**src/rtl/dmem_port_arbiter_if.sv**
```systemverilog
// ---------------------------------------------------------------------------
// dmem_port_arbiter_if
//   Bundles the three buses around the data-memory port arbiter:
//     - pipeline MEM stage : i_pipe_we/addr/wdata in, o_pipe_rdata/stall out
//     - debug dump stream  : i_dbg_start/ready in, o_dbg_valid/data/addr/done
//                            and o_busy out
//     - RAM port           : o_mem_we/addr/wdata out, i_mem_rdata in
//   Signal names keep the arbiter-relative i_/o_ direction prefixes.
//   modport master : the arbiter itself.
//   modport slave  : the surrounding pipeline, debug unit and RAM.
// ---------------------------------------------------------------------------
interface dmem_port_arbiter_if #(
    parameter int NB_DATA = 32,
    parameter int NB_ADDR = 8
);
    logic               i_pipe_we;
    logic [NB_ADDR-1:0] i_pipe_addr;
    logic [NB_DATA-1:0] i_pipe_wdata;
    logic [NB_DATA-1:0] o_pipe_rdata;
    logic               o_pipe_stall;

    logic               i_dbg_start;
    logic               i_dbg_ready;
    logic               o_dbg_valid;
    logic [NB_DATA-1:0] o_dbg_data;
    logic [NB_ADDR-1:0] o_dbg_addr;
    logic               o_dbg_done;
    logic               o_busy;

    logic               o_mem_we;
    logic [NB_ADDR-1:0] o_mem_addr;
    logic [NB_DATA-1:0] o_mem_wdata;
    logic [NB_DATA-1:0] i_mem_rdata;

    modport master (
        input  i_pipe_we, i_pipe_addr, i_pipe_wdata,
        input  i_dbg_start, i_dbg_ready,
        input  i_mem_rdata,
        output o_pipe_rdata, o_pipe_stall,
        output o_dbg_valid, o_dbg_data, o_dbg_addr, o_dbg_done, o_busy,
        output o_mem_we, o_mem_addr, o_mem_wdata
    );

    modport slave (
        output i_pipe_we, i_pipe_addr, i_pipe_wdata,
        output i_dbg_start, i_dbg_ready,
        output i_mem_rdata,
        input  o_pipe_rdata, o_pipe_stall,
        input  o_dbg_valid, o_dbg_data, o_dbg_addr, o_dbg_done, o_busy,
        input  o_mem_we, o_mem_addr, o_mem_wdata
    );
endinterface

```
**src/rtl/dmem_port_arbiter.sv**
```systemverilog
// ---------------------------------------------------------------------------
// dmem_port_arbiter
//   Shares the single data-memory port (async read, sync write) between the
//   pipeline MEM stage and the debug memory-dump sequencer. The pipeline owns
//   the port in IDLE. A dump request stalls the pipeline, walks addresses
//   0..DUMP_WORDS-1, streams each word over a valid/ready handshake, pulses
//   o_dbg_done, then hands the port back.
//
// Ports:
//   clk    : clock
//   i_rst  : synchronous active-high reset
//   bus    : dmem_port_arbiter_if.master (pipeline, debug stream, RAM port)
// ---------------------------------------------------------------------------
module dmem_port_arbiter #(
    parameter int NB_DATA    = 32,
    parameter int NB_ADDR    = 8,
    parameter int DUMP_WORDS = 256
) (
    input  logic                  clk,
    input  logic                  i_rst,
    dmem_port_arbiter_if.master   bus
);

    typedef enum logic [1:0] {
        IDLE = 2'd0,
        READ = 2'd1,
        SEND = 2'd2,
        DONE = 2'd3
    } state_t;

    // Last address is found by compare so DUMP_WORDS = 2^NB_ADDR never needs
    // the counter to overflow.
    localparam logic [NB_ADDR-1:0] LAST_ADDR = NB_ADDR'(DUMP_WORDS - 1);

    state_t             state;
    state_t             state_nxt;
    logic [NB_ADDR-1:0] cnt;
    logic [NB_ADDR-1:0] cnt_nxt;
    logic               dbg_valid;
    logic [NB_DATA-1:0] dbg_data;
    logic [NB_ADDR-1:0] dbg_addr;
    logic               idle;

    always_ff @(posedge clk) begin
        if (i_rst) begin
            state     <= IDLE;
            cnt       <= '0;
            dbg_valid <= 1'b0;
            dbg_data  <= '0;
            dbg_addr  <= '0;
        end else begin
            state <= state_nxt;
            cnt   <= cnt_nxt;
            if (state == READ) begin
                // Capture the async RAM word; it is held until accepted.
                dbg_data  <= bus.i_mem_rdata;
                dbg_addr  <= cnt;
                dbg_valid <= 1'b1;
            end else if (state == SEND && bus.i_dbg_ready) begin
                dbg_valid <= 1'b0;
            end
        end
    end

    always_comb begin
        state_nxt = state;
        cnt_nxt   = cnt;
        case (state)
            IDLE: begin
                if (bus.i_dbg_start) begin
                    cnt_nxt   = '0;
                    state_nxt = READ;
                end
            end
            READ: state_nxt = SEND;
            SEND: begin
                if (bus.i_dbg_ready) begin
                    if (cnt == LAST_ADDR) begin
                        state_nxt = DONE;
                    end else begin
                        cnt_nxt   = cnt + 1'b1;
                        state_nxt = READ;
                    end
                end
            end
            DONE:    state_nxt = IDLE;
            default: state_nxt = IDLE;
        endcase
    end

    // Port ownership is decoded from state alone; only the IDLE pass-through
    // carries pipeline inputs to the RAM.
    assign idle             = (state == IDLE);
    assign bus.o_mem_we     = idle ? bus.i_pipe_we    : 1'b0;
    assign bus.o_mem_addr   = idle ? bus.i_pipe_addr  : cnt;
    assign bus.o_mem_wdata  = idle ? bus.i_pipe_wdata : '0;
    assign bus.o_pipe_rdata = bus.i_mem_rdata;
    assign bus.o_pipe_stall = ~idle;
    assign bus.o_busy       = ~idle;
    assign bus.o_dbg_done   = (state == DONE);
    assign bus.o_dbg_valid  = dbg_valid;
    assign bus.o_dbg_data   = dbg_data;
    assign bus.o_dbg_addr   = dbg_addr;

endmodule

```
**src/flat_wrapper.sv**
```systemverilog
// flat-port wrapper written by rule: the top's interface ports become plain ports
module dmem_port_arbiter_flat 
#(
    parameter int NB_DATA    = 32,
    parameter int NB_ADDR    = 8,
    parameter int DUMP_WORDS = 256
)
  (clk, i_rst, bus_i_pipe_we, bus_i_pipe_addr, bus_i_pipe_wdata, bus_i_dbg_start, bus_i_dbg_ready, bus_i_mem_rdata, bus_o_pipe_rdata, bus_o_pipe_stall, bus_o_dbg_valid, bus_o_dbg_data, bus_o_dbg_addr, bus_o_dbg_done, bus_o_busy, bus_o_mem_we, bus_o_mem_addr, bus_o_mem_wdata);
  dmem_port_arbiter_if #(.NB_DATA(NB_DATA), .NB_ADDR(NB_ADDR)) bus_i ();
  input  logic clk;
  input  logic i_rst;
  input wire logic [$bits(bus_i.i_pipe_we)-1:0] bus_i_pipe_we;
  input wire logic [$bits(bus_i.i_pipe_addr)-1:0] bus_i_pipe_addr;
  input wire logic [$bits(bus_i.i_pipe_wdata)-1:0] bus_i_pipe_wdata;
  input wire logic [$bits(bus_i.i_dbg_start)-1:0] bus_i_dbg_start;
  input wire logic [$bits(bus_i.i_dbg_ready)-1:0] bus_i_dbg_ready;
  input wire logic [$bits(bus_i.i_mem_rdata)-1:0] bus_i_mem_rdata;
  output wire logic [$bits(bus_i.o_pipe_rdata)-1:0] bus_o_pipe_rdata;
  output wire logic [$bits(bus_i.o_pipe_stall)-1:0] bus_o_pipe_stall;
  output wire logic [$bits(bus_i.o_dbg_valid)-1:0] bus_o_dbg_valid;
  output wire logic [$bits(bus_i.o_dbg_data)-1:0] bus_o_dbg_data;
  output wire logic [$bits(bus_i.o_dbg_addr)-1:0] bus_o_dbg_addr;
  output wire logic [$bits(bus_i.o_dbg_done)-1:0] bus_o_dbg_done;
  output wire logic [$bits(bus_i.o_busy)-1:0] bus_o_busy;
  output wire logic [$bits(bus_i.o_mem_we)-1:0] bus_o_mem_we;
  output wire logic [$bits(bus_i.o_mem_addr)-1:0] bus_o_mem_addr;
  output wire logic [$bits(bus_i.o_mem_wdata)-1:0] bus_o_mem_wdata;
  assign bus_i.i_pipe_we = bus_i_pipe_we;
  assign bus_i.i_pipe_addr = bus_i_pipe_addr;
  assign bus_i.i_pipe_wdata = bus_i_pipe_wdata;
  assign bus_i.i_dbg_start = bus_i_dbg_start;
  assign bus_i.i_dbg_ready = bus_i_dbg_ready;
  assign bus_i.i_mem_rdata = bus_i_mem_rdata;
  assign bus_o_pipe_rdata = bus_i.o_pipe_rdata;
  assign bus_o_pipe_stall = bus_i.o_pipe_stall;
  assign bus_o_dbg_valid = bus_i.o_dbg_valid;
  assign bus_o_dbg_data = bus_i.o_dbg_data;
  assign bus_o_dbg_addr = bus_i.o_dbg_addr;
  assign bus_o_dbg_done = bus_i.o_dbg_done;
  assign bus_o_busy = bus_i.o_busy;
  assign bus_o_mem_we = bus_i.o_mem_we;
  assign bus_o_mem_addr = bus_i.o_mem_addr;
  assign bus_o_mem_wdata = bus_i.o_mem_wdata;
  dmem_port_arbiter #(.NB_DATA(NB_DATA), .NB_ADDR(NB_ADDR), .DUMP_WORDS(DUMP_WORDS)) u_core (.clk(clk), .i_rst(i_rst), .bus(bus_i));
endmodule
```
**config.mk**
```make
export PLATFORM = sky130hd
export DESIGN_NAME = dmem_port_arbiter_flat
export DESIGN_NICKNAME = d
export VERILOG_FILES = /design/src/rtl/dmem_port_arbiter_if.sv /design/src/rtl/dmem_port_arbiter.sv /design/src/flat_wrapper.sv
export SDC_FILE = /design/constraint.sdc
export NUM_CORES = 1
export LEC_CHECK = 0
export ABC_AREA = 0
export CORE_UTILIZATION = 35
export CTS_BUF_LIST = sky130_fd_sc_hd__clkbuf_8
export CTS_CLUSTER_DIAMETER = 120
export DETAILED_ROUTE_END_ITERATION = 8
export PLACE_DENSITY_LB_ADDON = 0.1
export SLEW_MARGIN = 40
export SYNTH_ARGS = -nofsm -noshare
export SYNTH_HDL_FRONTEND = slang
export SYNTH_SLANG_ARGS = --single-unit
```
**constraint.sdc**
```tcl
create_clock -name clk -period 1.8 [get_ports clk]
set_clock_uncertainty 0.15 [all_clocks]
set_input_delay 0.18 -clock clk [delete_from_list [all_inputs] [get_ports clk]]
set_output_delay 0.18 -clock clk [all_outputs]
set_load 0.02 [all_outputs]
```
==> summary.txt, run 1 <==
Pwr
  • Worst-case vdd ir drop: 0.2741 mV
  • PwrDens: just under 700 nW/um2
  • Leakage power: about 1.7 nW

Synthesis
  • Sequential-to-total area share from yosys stat: 0.4002
  • Mapped Cells: roughly 320
  • Count of synthesis-stage warnings from yosys: 0
  • Count of flip-flops with a built-in enable after synthesis: 0
  • Dominant register cell in the synthesized netlist: dfxtp_1
  • Syn_nets: between 400 and 500
  • Synthesized area per cell: between 7 and 8 um2
  • Post-synthesis register bit count: around 50
  • Proportion of synthesized flip-flops having asynchronous set or reset: 0
  • Summed instance area of the synthesized netlist: between 2000 and 3000 um2
  • Count of different cell masters after synthesis: 36

Die
  • I/O pin total: 194
  • Placement row count: 30
  • Core area: roughly 6900 um2
  • Die outline width: about 87 um
  • Initial core utilization: 0.3694
  • Total Die Area: 7634 um2
  • Vertical die dimension: ~87 um

Placement
  • Post-detailed-placement cell area: ~4400 um2
  • Final estimated routing congestion in global placement: 0.7584
  • Total half-perimeter wirelength after legalization and detailed placement: slightly below 6000 um
  • Minimum setup slack after placement: -0.01920 ns
  • Port buffer count: 193

Setup path
  • Setup crit end kind: primary output
  • Combined buffer and inverter count along the critical path: 4
  • Class of the most critical setup path: flip-flop to primary output
  • Critical path cell sequence: nor2_4, buf_6, buf_4, inv_1, dlygate4sd2_1
  • Max Fanout on Critical Path: 11
  • Critical Path Start Type: flip-flop
  • Arrival @ worst endpoint: approximately 1.5 ns
  • Kind of cell with the highest combined delay on the critical path: buffers and inverters
  • Setup slack of the most critical reg-to-reg path: approximately 0.09 ns
  • Worst EP required: roughly 1.5 ns
  • Delay of the slowest critical-path stage: 0.35 ns
  • Cell with the biggest individual delay on the critical path: dfxtp_1

GRT
  • Global-route wire length before repair: ~12000 um
  • Sum of overflow across all layers after global routing: 0
  • Vias in the first global route: between 2000 and 3000
  • Pin count of the biggest net entering global routing: 28
  • Total GRT Usage: 0.1918
  • Number of antenna violations at the first check in global routing: 0

Layout
  • Commonest cells after routing, fill and taps aside: clkdlybuf4s50_1 (148), nand2_1 (84), dfxtp_1 (51)
  • Final standard cell utilization of the core: 0.6380
  • Number of filler instances in the final layout: about 670
  • P&R area growth vs syn: 72.73%
  • Final nets: 572
  • Fraction of final layout cells sized beyond drive strength 1: 0.1737
  • Antenna diode count: 0
  • Commonest non-fill, non-tap cell in the layout: clkdlybuf4s50_1
  • Fin area: 4407 um2

Drt
  • Number of antenna-violating nets in the routed design: 0
  • Pre-antenna DRT Iters: 4
  • Remaining DRCs: 0
  • Iteration-0 DRC count of the detailed router: 68
  • Via-to-Cell Ratio: 4.604
  • Wire length per cell: around 13 um
  • Final Routed Wirelength: approximately 7600 um
  • Vias after detailed routing: about 2700

CTS
  • Clock input transition at the sequential cells of the worst setup and hold paths: ~0.1 ns
  • Clock net sink count: between 50 and 60
  • TritonCTS buffer count: 5
  • Number of buffers on the longest clock path: 2
  • H-Tree Depth: 2
  • TritonCTS clock tree: done
  • Worst-Skew Late Latency: roughly 0.31 ns
  • CTS root buf: clkbuf_8

Timing
  • Worst slew margin relative to its limit: 0.7567
  • Hold violation count in the final report: 0
  • Minimum clock period after layout: roughly 1.8 ns
  • Number of failing setup endpoints in the final timing report: 0
  • Upper clock frequency limit: 556.9 MHz
  • Worst Hold Slack: roughly 0.17 ns
  • RSZ-0062 raised after global routing: true
  • Transition time at the pin with the least slew margin: about 0.36 ns
  • Period utilization: 0.9975
  • Final worst-path setup slack: 0.004417 ns
  • Slew Viols, Final: 0

Outcome
  • Outcome: complete, no violations

Flow run
  • Max-cap violations: 0

Worst hold path
  • Worst min-delay path class: input pin to flip-flop
## synthesized netlist by cell type (2+ instances only)
master | instances | area [um2]
buf_2 | 10 | 50.05
nand2b_1 | 2 | 12.51
inv_1 | 3 | 11.26
nand3_1 | 5 | 25.02
nand2_1 | 84 | 315.3
o21ai_0 | 4 | 20.02
a22o_1 | 2 | 17.52
nor2b_1 | 3 | 18.77
buf_4 | 34 | 255.2
a21oi_1 | 42 | 210.2
clkbuf_1 | 8 | 30.03
mux2_2 | 9 | 101.4
nor3b_1 | 2 | 15.01
nor2_1 | 9 | 33.78
nor3_1 | 2 | 10.01
a22o_2 | 2 | 20.02
dfxtp_1 | 51 | 1021
and2_1 | 34 | 212.7
## final timing paths
kind	from	depth (start not counted)	endpoint
max	u_core.state[0]	5	bus_o_pipe_stall
min	i_rst	3	u_core.cnt[1]
max reg2reg	u_core.state[0]	6	u_core.cnt[5]
min reg2reg	u_core.bus.o_dbg_data[5]	2	u_core.bus.o_dbg_data[5]
## metrics by stage
stage | setup TNS, ns | total power [mW] | std cells
after floorplan | 0 | 1.725 | 324
after global placement | 0 | 2.226 | 581
after detailed placement | -0.1268 | 2.240 | 581
after CTS | -0.8340 | 3.031 | 589
after global routing | -0.1474 | 3.115 | 591
final | 0 | 2.988 | 591
## tightest hold or removal path, delay by kind of cell
family	cells	cell delay, ns
compound gates	1	0.19
buf+inv	1	0.13
simple gates	1	0.08
## power breakdown
part	switching (mW)	internal, mW	total, mW
Sequential	0.0229	1.17	1.19
Combinational	0.473	0.470	0.943
Clock	0.393	0.458	0.851
Total	0.889	2.10	2.99
## per-layer routing
layer | part of all wire | wire [um] | track usage
met5 | 0 | 0 | 0
met4 | 0.0092 | 70 | 0.04024
met3 | 0.075 | 569 | 0.05213
met2 | 0.52 | 3980 | 0.3672
met1 | 0.39 | 2969 | 0.2088
## cell families after synthesis
group	synth area share
compound gates	0.1339
simple gates	0.2717
fa+ha+maj	0.004904
xor+xnor	0.006867
mux	0.04365
buf+inv	0.1388
flops	0.4002
## state kept, by name, indices dropped and copies added, names as in the netlist
signal,count
u_core.bus.o_dbg_valid,1
u_core.bus.o_dbg_data,32
u_core.bus.o_dbg_addr,8
u_core.cnt,8
u_core.state,2
## timing repair
action                     CTS  global route
setup buffers                0             1
gates cloned                 0             1
hold buffers                 0             0
pin swaps                    0             2
setup endpoints to repair   44            39
gates resized for setup    102            49
## area by class of cell
type                       count  area [um2]  share of cell area
clock buffer                   6       82.58             0.01874
clock inverter                 2       38.79            0.008802
inverter                       4       15.01            0.003407
multi-input combinational    216        1202              0.2729
sequential                    51        1021              0.2317
tap                           96       120.1             0.02726
timing repair buffer         216        1927              0.4373
(Power assumes the default switching activity.)
==> run 2: changes to the inputs <==
- CTS_CLUSTER_DIAMETER: 120 -> 50
- CTS_CLUSTER_SIZE: not set -> 30
==> results of run 2 <==
No change in the layout: final DEF, timing and power equal those of run 1.
==> run 3: changes to the inputs <==
- SLEW_MARGIN: 40 -> not set
==> results of run 3 <==
No change in the layout: final DEF, timing and power equal those of run 1.
